<file path="src/rtl/angle_update_ctrl_if.sv">
// Bus bundle between the angle update controller and its environment:
// UART RX FIFO read side, video frame sync and the applied-angle outputs.
interface angle_update_ctrl_if;
  logic [7:0]  fifo_data;
  logic        fifo_empty;
  logic        fifo_rd_en;
  logic        frame_sync;
  logic [15:0] angle_out;
  logic        angle_valid;
  logic        angle_stale;
  logic [7:0]  frame_err_cnt;

  // Environment side: supplies FIFO bytes and frame sync, observes the angle.
  modport master (
    output fifo_data, fifo_empty, frame_sync,
    input  fifo_rd_en, angle_out, angle_valid, angle_stale, frame_err_cnt
  );

  // Controller side.
  modport slave (
    input  fifo_data, fifo_empty, frame_sync,
    output fifo_rd_en, angle_out, angle_valid, angle_stale, frame_err_cnt
  );
endinterface

</file>
<file path="src/rtl/angle_update_ctrl.sv">
// Angle update controller: drains 4-byte angle frames (hi, lo, CR, LF) from a
// UART RX FIFO, validates them, and applies the latest good angle to the
// rotation datapath on the falling edge of the video frame sync. Tracks
// rejected frames and flags a stale angle when good frames stop arriving.
module angle_update_ctrl #(
  parameter logic [15:0] ANGLE_MAX      = 16'd359,
  parameter logic [31:0] TIMEOUT_CYCLES = 32'd50_000_000
) (
  input  logic               clk,
  input  logic               rst_n,
  angle_update_ctrl_if.slave bus
);

  typedef enum logic [2:0] {
    S_HI   = 3'd0,
    S_LO   = 3'd1,
    S_CR   = 3'd2,
    S_LF   = 3'd3,
    S_SYNC = 3'd4
  } state_t;

  state_t      state_r;
  state_t      state_nxt_s;
  logic        rd_en_r;
  logic        byte_vld_r;
  logic [7:0]  hi_r;
  logic [7:0]  lo_r;
  logic        load_hi_s;
  logic        load_lo_s;
  logic        good_s;
  logic        err_s;
  logic        pend_r;
  logic [15:0] pend_angle_r;
  logic        fs_d0_r;
  logic        fall_s;
  logic [15:0] angle_out_r;
  logic        angle_valid_r;
  logic [7:0]  err_cnt_r;
  logic [31:0] to_cnt_r;
  logic [31:0] to_cnt_nxt_s;
  logic        stale_r;

  assign fall_s = fs_d0_r & ~bus.frame_sync;

  // Read strobe alternates so at most one read per two cycles; the byte is
  // valid on the FIFO output the cycle after the strobe.
  always_ff @(posedge clk or negedge rst_n) begin
    if (!rst_n) begin
      rd_en_r    <= 1'b0;
      byte_vld_r <= 1'b0;
    end else begin
      rd_en_r    <= ~bus.fifo_empty & ~rd_en_r;
      byte_vld_r <= rd_en_r;
    end
  end

  // Parser next-state and frame decode; advances only on a received byte.
  always_comb begin
    state_nxt_s = state_r;
    load_hi_s   = 1'b0;
    load_lo_s   = 1'b0;
    good_s      = 1'b0;
    err_s       = 1'b0;
    if (byte_vld_r) begin
      case (state_r)
        S_HI: begin
          load_hi_s   = 1'b1;
          state_nxt_s = S_LO;
        end
        S_LO: begin
          load_lo_s   = 1'b1;
          state_nxt_s = S_CR;
        end
        S_CR: begin
          if (bus.fifo_data == 8'h0D) begin
            state_nxt_s = S_LF;
          end else begin
            err_s       = 1'b1;
            state_nxt_s = S_SYNC;
          end
        end
        S_LF: begin
          if (bus.fifo_data == 8'h0A) begin
            state_nxt_s = S_HI;
            if ({hi_r, lo_r} <= ANGLE_MAX) begin
              good_s = 1'b1;
            end else begin
              err_s = 1'b1;
            end
          end else begin
            err_s       = 1'b1;
            state_nxt_s = S_SYNC;
          end
        end
        S_SYNC: begin
          if (bus.fifo_data == 8'h0A) begin
            state_nxt_s = S_HI;
          end else begin
            state_nxt_s = S_SYNC;
          end
        end
        default: begin
          state_nxt_s = S_HI;
        end
      endcase
    end else begin
      state_nxt_s = state_r;
    end
  end

  // Parser state register and captured angle bytes.
  always_ff @(posedge clk or negedge rst_n) begin
    if (!rst_n) begin
      state_r <= S_HI;
      hi_r    <= 8'd0;
      lo_r    <= 8'd0;
    end else begin
      state_r <= state_nxt_s;
      if (load_hi_s) begin
        hi_r <= bus.fifo_data;
      end
      if (load_lo_s) begin
        lo_r <= bus.fifo_data;
      end
    end
  end

  // Pending angle: newest good frame wins; a sync edge consumes the pending
  // value unless a new good frame lands in that same cycle.
  always_ff @(posedge clk or negedge rst_n) begin
    if (!rst_n) begin
      pend_r       <= 1'b0;
      pend_angle_r <= 16'd0;
    end else if (good_s) begin
      pend_r       <= 1'b1;
      pend_angle_r <= {hi_r, lo_r};
    end else if (fall_s) begin
      pend_r <= 1'b0;
    end
  end

  // Frame sync history and angle application on its falling edge.
  always_ff @(posedge clk or negedge rst_n) begin
    if (!rst_n) begin
      fs_d0_r       <= 1'b0;
      angle_out_r   <= 16'd0;
      angle_valid_r <= 1'b0;
    end else begin
      fs_d0_r <= bus.frame_sync;
      if (fall_s && pend_r) begin
        angle_out_r   <= pend_angle_r;
        angle_valid_r <= 1'b1;
      end else begin
        angle_valid_r <= 1'b0;
      end
    end
  end

  // Rejected frame counter, saturating.
  always_ff @(posedge clk or negedge rst_n) begin
    if (!rst_n) begin
      err_cnt_r <= 8'd0;
    end else if (err_s && (err_cnt_r != 8'd255)) begin
      err_cnt_r <= err_cnt_r + 8'd1;
    end
  end

  // Cycles since last good frame, saturating at the timeout.
  always_comb begin
    to_cnt_nxt_s = to_cnt_r;
    if (good_s) begin
      to_cnt_nxt_s = 32'd0;
    end else if (to_cnt_r != TIMEOUT_CYCLES) begin
      to_cnt_nxt_s = to_cnt_r + 32'd1;
    end else begin
      to_cnt_nxt_s = to_cnt_r;
    end
  end

  // Timeout counter and stale flag kept in lockstep.
  always_ff @(posedge clk or negedge rst_n) begin
    if (!rst_n) begin
      to_cnt_r <= TIMEOUT_CYCLES;
      stale_r  <= 1'b1;
    end else begin
      to_cnt_r <= to_cnt_nxt_s;
      stale_r  <= (to_cnt_nxt_s == TIMEOUT_CYCLES);
    end
  end

  assign bus.fifo_rd_en    = rd_en_r;
  assign bus.angle_out     = angle_out_r;
  assign bus.angle_valid   = angle_valid_r;
  assign bus.angle_stale   = stale_r;
  assign bus.frame_err_cnt = err_cnt_r;

endmodule

</file>
<file path="src/flat_wrapper.sv">
// flat-port wrapper written by rule: the top's interface ports become plain ports
module angle_update_ctrl_flat 
#(
  parameter logic [15:0] ANGLE_MAX      = 16'd359,
  parameter logic [31:0] TIMEOUT_CYCLES = 32'd50_000_000
)
  (clk, rst_n, bus_fifo_data, bus_fifo_empty, bus_frame_sync, bus_fifo_rd_en, bus_angle_out, bus_angle_valid, bus_angle_stale, bus_frame_err_cnt);
  angle_update_ctrl_if bus_i ();
  input  logic clk;
  input  logic rst_n;
  input wire logic [$bits(bus_i.fifo_data)-1:0] bus_fifo_data;
  input wire logic [$bits(bus_i.fifo_empty)-1:0] bus_fifo_empty;
  input wire logic [$bits(bus_i.frame_sync)-1:0] bus_frame_sync;
  output wire logic [$bits(bus_i.fifo_rd_en)-1:0] bus_fifo_rd_en;
  output wire logic [$bits(bus_i.angle_out)-1:0] bus_angle_out;
  output wire logic [$bits(bus_i.angle_valid)-1:0] bus_angle_valid;
  output wire logic [$bits(bus_i.angle_stale)-1:0] bus_angle_stale;
  output wire logic [$bits(bus_i.frame_err_cnt)-1:0] bus_frame_err_cnt;
  assign bus_i.fifo_data = bus_fifo_data;
  assign bus_i.fifo_empty = bus_fifo_empty;
  assign bus_i.frame_sync = bus_frame_sync;
  assign bus_fifo_rd_en = bus_i.fifo_rd_en;
  assign bus_angle_out = bus_i.angle_out;
  assign bus_angle_valid = bus_i.angle_valid;
  assign bus_angle_stale = bus_i.angle_stale;
  assign bus_frame_err_cnt = bus_i.frame_err_cnt;
  angle_update_ctrl #(.ANGLE_MAX(ANGLE_MAX), .TIMEOUT_CYCLES(TIMEOUT_CYCLES)) u_core (.clk(clk), .rst_n(rst_n), .bus(bus_i));
endmodule
</file>
<file path="config.mk">
export PLATFORM = sky130hd
export DESIGN_NAME = angle_update_ctrl_flat
export DESIGN_NICKNAME = d
export VERILOG_FILES = /design/src/rtl/angle_update_ctrl_if.sv /design/src/rtl/angle_update_ctrl.sv /design/src/flat_wrapper.sv
export SDC_FILE = /design/constraint.sdc
export NUM_CORES = 1
export LEC_CHECK = 0
export ABC_CLOCK_PERIOD_IN_PS = 4980
export CAP_MARGIN = 20
export CORE_MARGIN = 2
export CORE_UTILIZATION = 25
export CTS_BUF_LIST = sky130_fd_sc_hd__clkbuf_8 sky130_fd_sc_hd__clkbuf_16
export CTS_CLUSTER_SIZE = 20
export DETAILED_ROUTE_END_ITERATION = 7
export GPL_TIMING_DRIVEN = 0
export PLACE_DENSITY = 0.51
export SETUP_SLACK_MARGIN = 0.5
export SKIP_CTS_REPAIR_TIMING = 1
export SLEW_MARGIN = 15
export SYNTH_ARGS = -nofsm -noshare
export SYNTH_HDL_FRONTEND = slang
export SYNTH_SLANG_ARGS = --single-unit
</file>
<file path="constraint.sdc">
create_clock -name clk -period 4.98 [get_ports clk]
set_input_delay 0.747 -clock clk [delete_from_list [all_inputs] [get_ports clk]]
set_output_delay 0.747 -clock clk [all_outputs]
set_load 0.01 [all_outputs]
</file>
==> results of run 1 <==
Yosys cell counts (7+ instances only):
library cell | n | area, µm²
dfstp_2 | 13 | 342
buf_2 | 10 | 50.1
xnor2_1 | 12 | 105
mux2_2 | 26 | 293
nand3_1 | 15 | 75.1
nor2b_1 | 9 | 56.3
clkbuf_1 | 7 | 26.3
dfrtp_1 | 84 | 2100
inv_1 | 10 | 37.5
nor3_1 | 9 | 45.0
and3_1 | 7 | 43.8
nand2_1 | 77 | 289
a21oi_1 | 10 | 50.1
xor2_1 | 25 | 219
nor2_1 | 39 | 146
nand4_1 | 19 | 119
layout make-up:
cell class	instances	area share
multi-input combinational	317	0.363
timing repair buffer	39	0.0727
buffer	23	0.0213
inverter	11	0.00733
tap	229	0.0509
clock buffer	11	0.0449
sequential	97	0.434
clock inverter	5	0.00578
layout by cell type (no fill, tap or decap), types with 10 or more instances in the layout:
master and instances:
dfrtp_1 84, nand2_1 77, nor2_1 39, clkdlybuf4s50_1 37, mux2_2 26, xor2_1 25
nand4_1 19, nand3_1 15, dfstp_2 13, inv_1 12, xnor2_1 12, buf_2 10
a21oi_1 10
worst paths after layout:
path	startpoint	endpoint	slack [ps]	depth (start not counted)
min	rst_n	u_core.to_cnt_r[3]	270	1
min in group clk	u_core.bus.fifo_rd_en	u_core.byte_vld_r	410	0
max in group asynchronous	rst_n	u_core.to_cnt_r[17]	4060	2
min reg2reg	u_core.bus.fifo_rd_en	u_core.byte_vld_r	410	0
max	bus_fifo_data[7]	u_core.bus.angle_stale	1840	7
max reg2reg	u_core.to_cnt_r[19]	u_core.bus.angle_stale	2330	8
state kept, by name (all words and copies together), names as in the netlist, 3 cells and up:
register,flops
u_core.to_cnt_r,32
u_core.bus.angle_out,16
u_core.pend_angle_r,16
u_core.bus.frame_err_cnt,8
u_core.hi_r,8
u_core.lo_r,8
u_core.state_r,3
per-stage QoR:
step / utilization / instances
2_1_floorplan: - / 448
5_1_grt: 0.311 / 732
3_5_place_dp: 0.295 / 716
4_1_cts: 0.311 / 732
3_3_place_gp: 0.294 / 715
6_report: 0.311 / 732
metal layers:
metal  GRT usage  wire, µm  share of wire
met1       0.142      4710           0.46
met2       0.181      4860           0.48
met3      0.0342       469          0.046
met4      0.0346       154          0.015
met5           0         0              0
cells by family (layout without fill, tap and decap cells):
logic type / Yosys count / count (layout) / synth area share
and+or+nand+nor: 214 / 214 / 0.239
DFF: 97 / 97 / 0.526
xor gates and xnor gates: 37 / 37 / 0.0698
buffers and inverters: 34 / 89 / 0.0348
muxes: 32 / 32 / 0.0760
AOI/OAI and AO/OA: 31 / 31 / 0.0458
adders and majority gates: 3 / 3 / 0.00808
power groups by stage:
stage	clock network [mW]	registers (mW)	logic (mW)
6_report	0.667	0.956	0.212
5_1_grt	0.726	0.972	0.239
4_1_cts	0.687	0.956	0.215
3_5_place_dp	0	0.971	0.214
3_3_place_gp	0	0.967	0.207
2_1_floorplan	0	0.952	0.141
worst reg2reg max path, delay by kind of cell (launching register included):
| family | cells | cell delay (ps) |
|---|---|---|
| muxes | 1 | 270 |
| and+or+nand+nor | 5 | 1360 |
| buffers and inverters | 2 | 400 |
| DFF | 1 | 520 |
==> reports/results.txt, run 1 <==
Outcome - complete, no violations
Bufs and invs on worst path - 2
Pin count of the biggest net entering global routing - 69
Startpoint Class - input pin
Ratio of cells with drive above 1 in the final layout - 0.159
Yosys warns - 0
Synthesized area - 4640 µm²
Total CTS buffers - 9
Top FF cell, synth - dfrtp_1
Initial antenna violation count - 0
Worst slew margin - 0.496
FF/Latch Area - 2440 µm²
Total die area - 19700 µm²
Setup violators final - 0
Tot Pwr - 1.84 mW
Avg Cell Area, Syn - 10.4 µm²
Comb power frac - 0.116
Wirelength per Cell - 13.9 µm
Seq cells post-synth - 97
Fraction of the yosys area taken by sequential cells - 0.526
Core area - 18100 µm²
Clock skew - 11.2 ps
Port bufs - 38
Multi-input gate area - 2040 µm²
Detail Route Antenna Nets - 0
Root Driver - clkbuf_16
CP arrival - 3370 ps
Internal Power - 1.36 mW
P_sw - 0.472 mW
Final HPWL DP - 7270 µm
Diodes inserted - 0
Post-synth EDFFs - 0
Die width - 140 µm
Unrepaired setup endpoints after global routing - false
Post-Syn Instances - 448
DRT Pass-1 Iters - 4
Crit end category - register
Hold crit path type - input pin to asynchronous set/reset pin
Worst EP required - 5210 ps
Post-synth cell types - 58
Crit Path Class - input pin to register
Cell area after layout - 5630 µm²
H-tree levels - 3
Sequential share of power - 0.521
F_max - 0.318 GHz
Area Overhead vs Synth - 21.2%
Die height - 140 µm
Final nets - 513
Period minus WS final - 3140 ps
Power per cell area - 326 nW/µm²
Worst Max-Slew Pin Slew - 755 ps
Routed WL - 10200 µm
CTS tree - built
Fin crit share - 0.631
CTS Sinks - 97
Final Hold Viols - 0
Total grt overflow - 0
# rows - 49
First-pass GRT wire length - 17600 µm
Slew Limit Fails - 0
Vias per inst - 4.67
Slowest stage cell, crit path - nor4b_2
Maximum VDD drop - 0.268 mV
Total track usage - 0.111
FFs w/ async S/R, synth - 1.00
Starting Density - 0.257
# IOs - 39
Leakage - 2.47 nW
GPL Wtd Cong - 0.839
Vias in the first global route - 3559
Clock Power Share - 0.363
CP Max Fanout - 10
Initial DRC Count - 174
DRC errors left - 0
Worst hold slack - 273 ps
Sw Share - 0.257
Setup tns final - 0 ps
Place WS - 1520 ps
Dpl cell area - 5340 µm²
Top cell by count, worst path - nor4_1
Max-cap check violation count - 0
Max incr delay on CP - 700 ps
Cell chain of the critical path - clkdlybuf4s50_1 -> nor4_1 -> nand2b_1 -> nor4b_2 -> buf_2 -> a31oi_1 -> nor4_1
Syn Nets - 463
CTS Buffer Depth - 2
# fillers - 1827
Setup WS post-layout - 1840 ps
Worst skew pair latency - 350 ps
Critical path's top delay family - simple AND/OR/NAND/NOR gates
Via Count - 3419
Worst-path clk slew - 70 ps
(Power assumes the default switching activity.)
==> run 2: changes to the inputs <==
--- a/config.mk
+++ b/config.mk
@@ -5,7 +5,7 @@
 export SDC_FILE = /design/constraint.sdc
 export NUM_CORES = 1
 export LEC_CHECK = 0
-export ABC_CLOCK_PERIOD_IN_PS = 4980
+export ABC_CLOCK_PERIOD_IN_PS = 2700
 export CAP_MARGIN = 20
 export CORE_MARGIN = 2
 export CORE_UTILIZATION = 25
@@ -13,7 +13,7 @@
 export CTS_CLUSTER_SIZE = 20
 export DETAILED_ROUTE_END_ITERATION = 7
 export GPL_TIMING_DRIVEN = 0
-export PLACE_DENSITY = 0.51
+export PLACE_DENSITY = 0.52
 export SETUP_SLACK_MARGIN = 0.5
 export SKIP_CTS_REPAIR_TIMING = 1
 export SLEW_MARGIN = 15
==> constraint.sdc (replaced) <==
create_clock -name clk -period 2.7 [get_ports clk]
set_input_delay 0.405 -clock clk [delete_from_list [all_inputs] [get_ports clk]]
set_output_delay 0.405 -clock clk [all_outputs]
set_load 0.01 [all_outputs]
==> reports/results.txt, run 2 (same netlist as run 1, synthesis figures left out) <==
Outcome - complete, no violations
Final HPWL DP - 7110 µm
Port bufs - 38
Initial DRC Count - 185
F_max - 0.385 GHz
Total track usage - 0.109
Via Count - 3433
Worst skew pair latency - 350 ps
Final Hold Viols - 0
Vias per inst - 4.60
P_sw - 0.895 mW
Max FFs per register - 32
# rows - 49
Startpoint Class - register
Final nets - 527
Fin crit share - 0.963
Maximum VDD drop - 0.506 mV
Hold depth - 0
Worst-path clk slew - 70 ps
Commonest non-fill, non-tap cell in the layout - dfrtp_1
CTS tree - built
Dpl cell area - 5340 µm²
Sequential share of power - 0.507
# fillers - 1807
DRT Pass-1 Iters - 4
# IOs - 39
CP arrival - 2860 ps
Pin count of the biggest net entering global routing - 76
Placed cell count - 716
Diodes inserted - 0
Critical path's top delay family - simple AND/OR/NAND/NOR gates
Commonest non-fill, non-tap cells in the layout - 83 x dfrtp_1, 76 x nand2_1, 39 x nor2_1, 32 x clkdlybuf4s50_1, 26 x mux2_2
Area Overhead vs Synth - 25.6%
Max-cap check violation count - 0
Power per cell area - 594 nW/µm²
GPL Wtd Cong - 0.827
Hold crit path type - register to register
Unrepaired setup endpoints after global routing - true
Crit end category - register
Max incr delay on CP - 550 ps
First-pass GRT wire length - 17300 µm
CP Max Fanout - 5
Worst Max-Slew Pin Slew - 668 ps
Sw Share - 0.258
Wirelength per Cell - 13.5 µm
Bufs and invs on worst path - 1
Slowest stage cell, crit path - dfstp_2
Tot Pwr - 3.47 mW
Slew Limit Fails - 0
Cell chain of the critical path - or4b_1 -> or4_4 -> nor4_4 -> buf_4 -> mux2i_2 -> nand4_1 -> nor4_2
Multi-input gate area - 2100 µm²
Ratio of cells with drive above 1 in the final layout - 0.197
Leakage - 2.61 nW
Clock skew - 7.24 ps
Core area - 18100 µm²
FF/Latch Area - 2440 µm²
Hold path startpoint - u_core.bus.fifo_rd_en
Layout Cells excl Fill - 746
End of the worst hold path - u_core.byte_vld_r
CTS Sinks - 97
Routed WL - 10100 µm
Starting Density - 0.257
DRC errors left - 0
Die width - 140 µm
Biggest register - u_core.to_cnt_r
Clock Power Share - 0.379
Vias in the first global route - 3471
CTS Buffer Depth - 2
Flop2flop setup slack - 100 ps
Worst EP required - 2960 ps
Worst R2R Path Depth - 7
H-tree levels - 3
Total die area - 19700 µm²
Setup violators final - 0
Cell area after layout - 5830 µm²
Root Driver - clkbuf_16
Period minus WS final - 2600 ps
Setup tns final - 0 ps
Core Util, Final - 0.323
Total CTS buffers - 9
Total grt overflow - 0
Comb power frac - 0.114
Reg-to-reg endpoint - u_core.bus.angle_stale
Initial antenna violation count - 0
Die height - 140 µm
Crit Path Class - register to register
Worst r2r src - u_core.to_cnt_r[17]
Detail Route Antenna Nets - 0
Internal Power - 2.57 mW
Worst slew margin - 0.552
## run 2: cell count changes in the layout (fill, tap and decap cells not counted), moves of 2 or more
cell / previous run / this run
buf_2: 10 / 7
dlymetal6s2s_1: 0 / 5
clkbuf_8: 2 / 0
nor4_1: 3 / 1
buf_4: 3 / 17
nor4_2: 1 / 3
clkdlybuf4s50_1: 37 / 32
## run 2: per-layer routing
layer,GRT usage,part of all wire,vias to the layer above
met3,0.0318,0.050,13
met2,0.175,0.47,74
li1,-,-,1676
met5,0,0,-
met4,0.0367,0.017,0
met1,0.140,0.46,1670
## run 2: how the worst max path moves through the flow
stage                                   to  cells past startpoint                start
global placement        u_core.to_cnt_r[1]                      1                rst_n
global route        u_core.bus.angle_stale                      7  u_core.to_cnt_r[17]
CTS                 u_core.bus.angle_stale                      6  u_core.to_cnt_r[17]
floorplan           u_core.bus.angle_stale                      6  u_core.to_cnt_r[17]
detailed placement  u_core.bus.angle_stale                      7     bus_fifo_data[7]
finish              u_core.bus.angle_stale                      7  u_core.to_cnt_r[17]
## run 2: stage by stage
stage | worst slack, ps | hold slack [ps]
after floorplan | 393 | 109
after global placement | -2430 | 392
after detailed placement | -285 | 277
after CTS | -3.05 | -103
after global routing | -14.4 | 417
final | 99.4 | 410
## run 2: final cells by class
type / count / share of cell area
Sequential cell: 97 / 0.419
Multi-Input combinational cell: 317 / 0.360
Timing Repair Buffer: 53 / 0.0903
Tap cell: 229 / 0.0491
Clock buffer: 9 / 0.0386
Buffer: 23 / 0.0230
Clock inverter: 7 / 0.0133
Inverter: 11 / 0.00708
## run 2: power groups by stage
stage	Combinational (mW)	Sequential (mW)	Clock [mW]
after global routing	0.443	1.79	1.42
after CTS	0.397	1.76	1.35
after detailed placement	0.393	1.79	0
after floorplan	0.260	1.76	0
final	0.395	1.76	1.31
after global placement	0.381	1.78	0
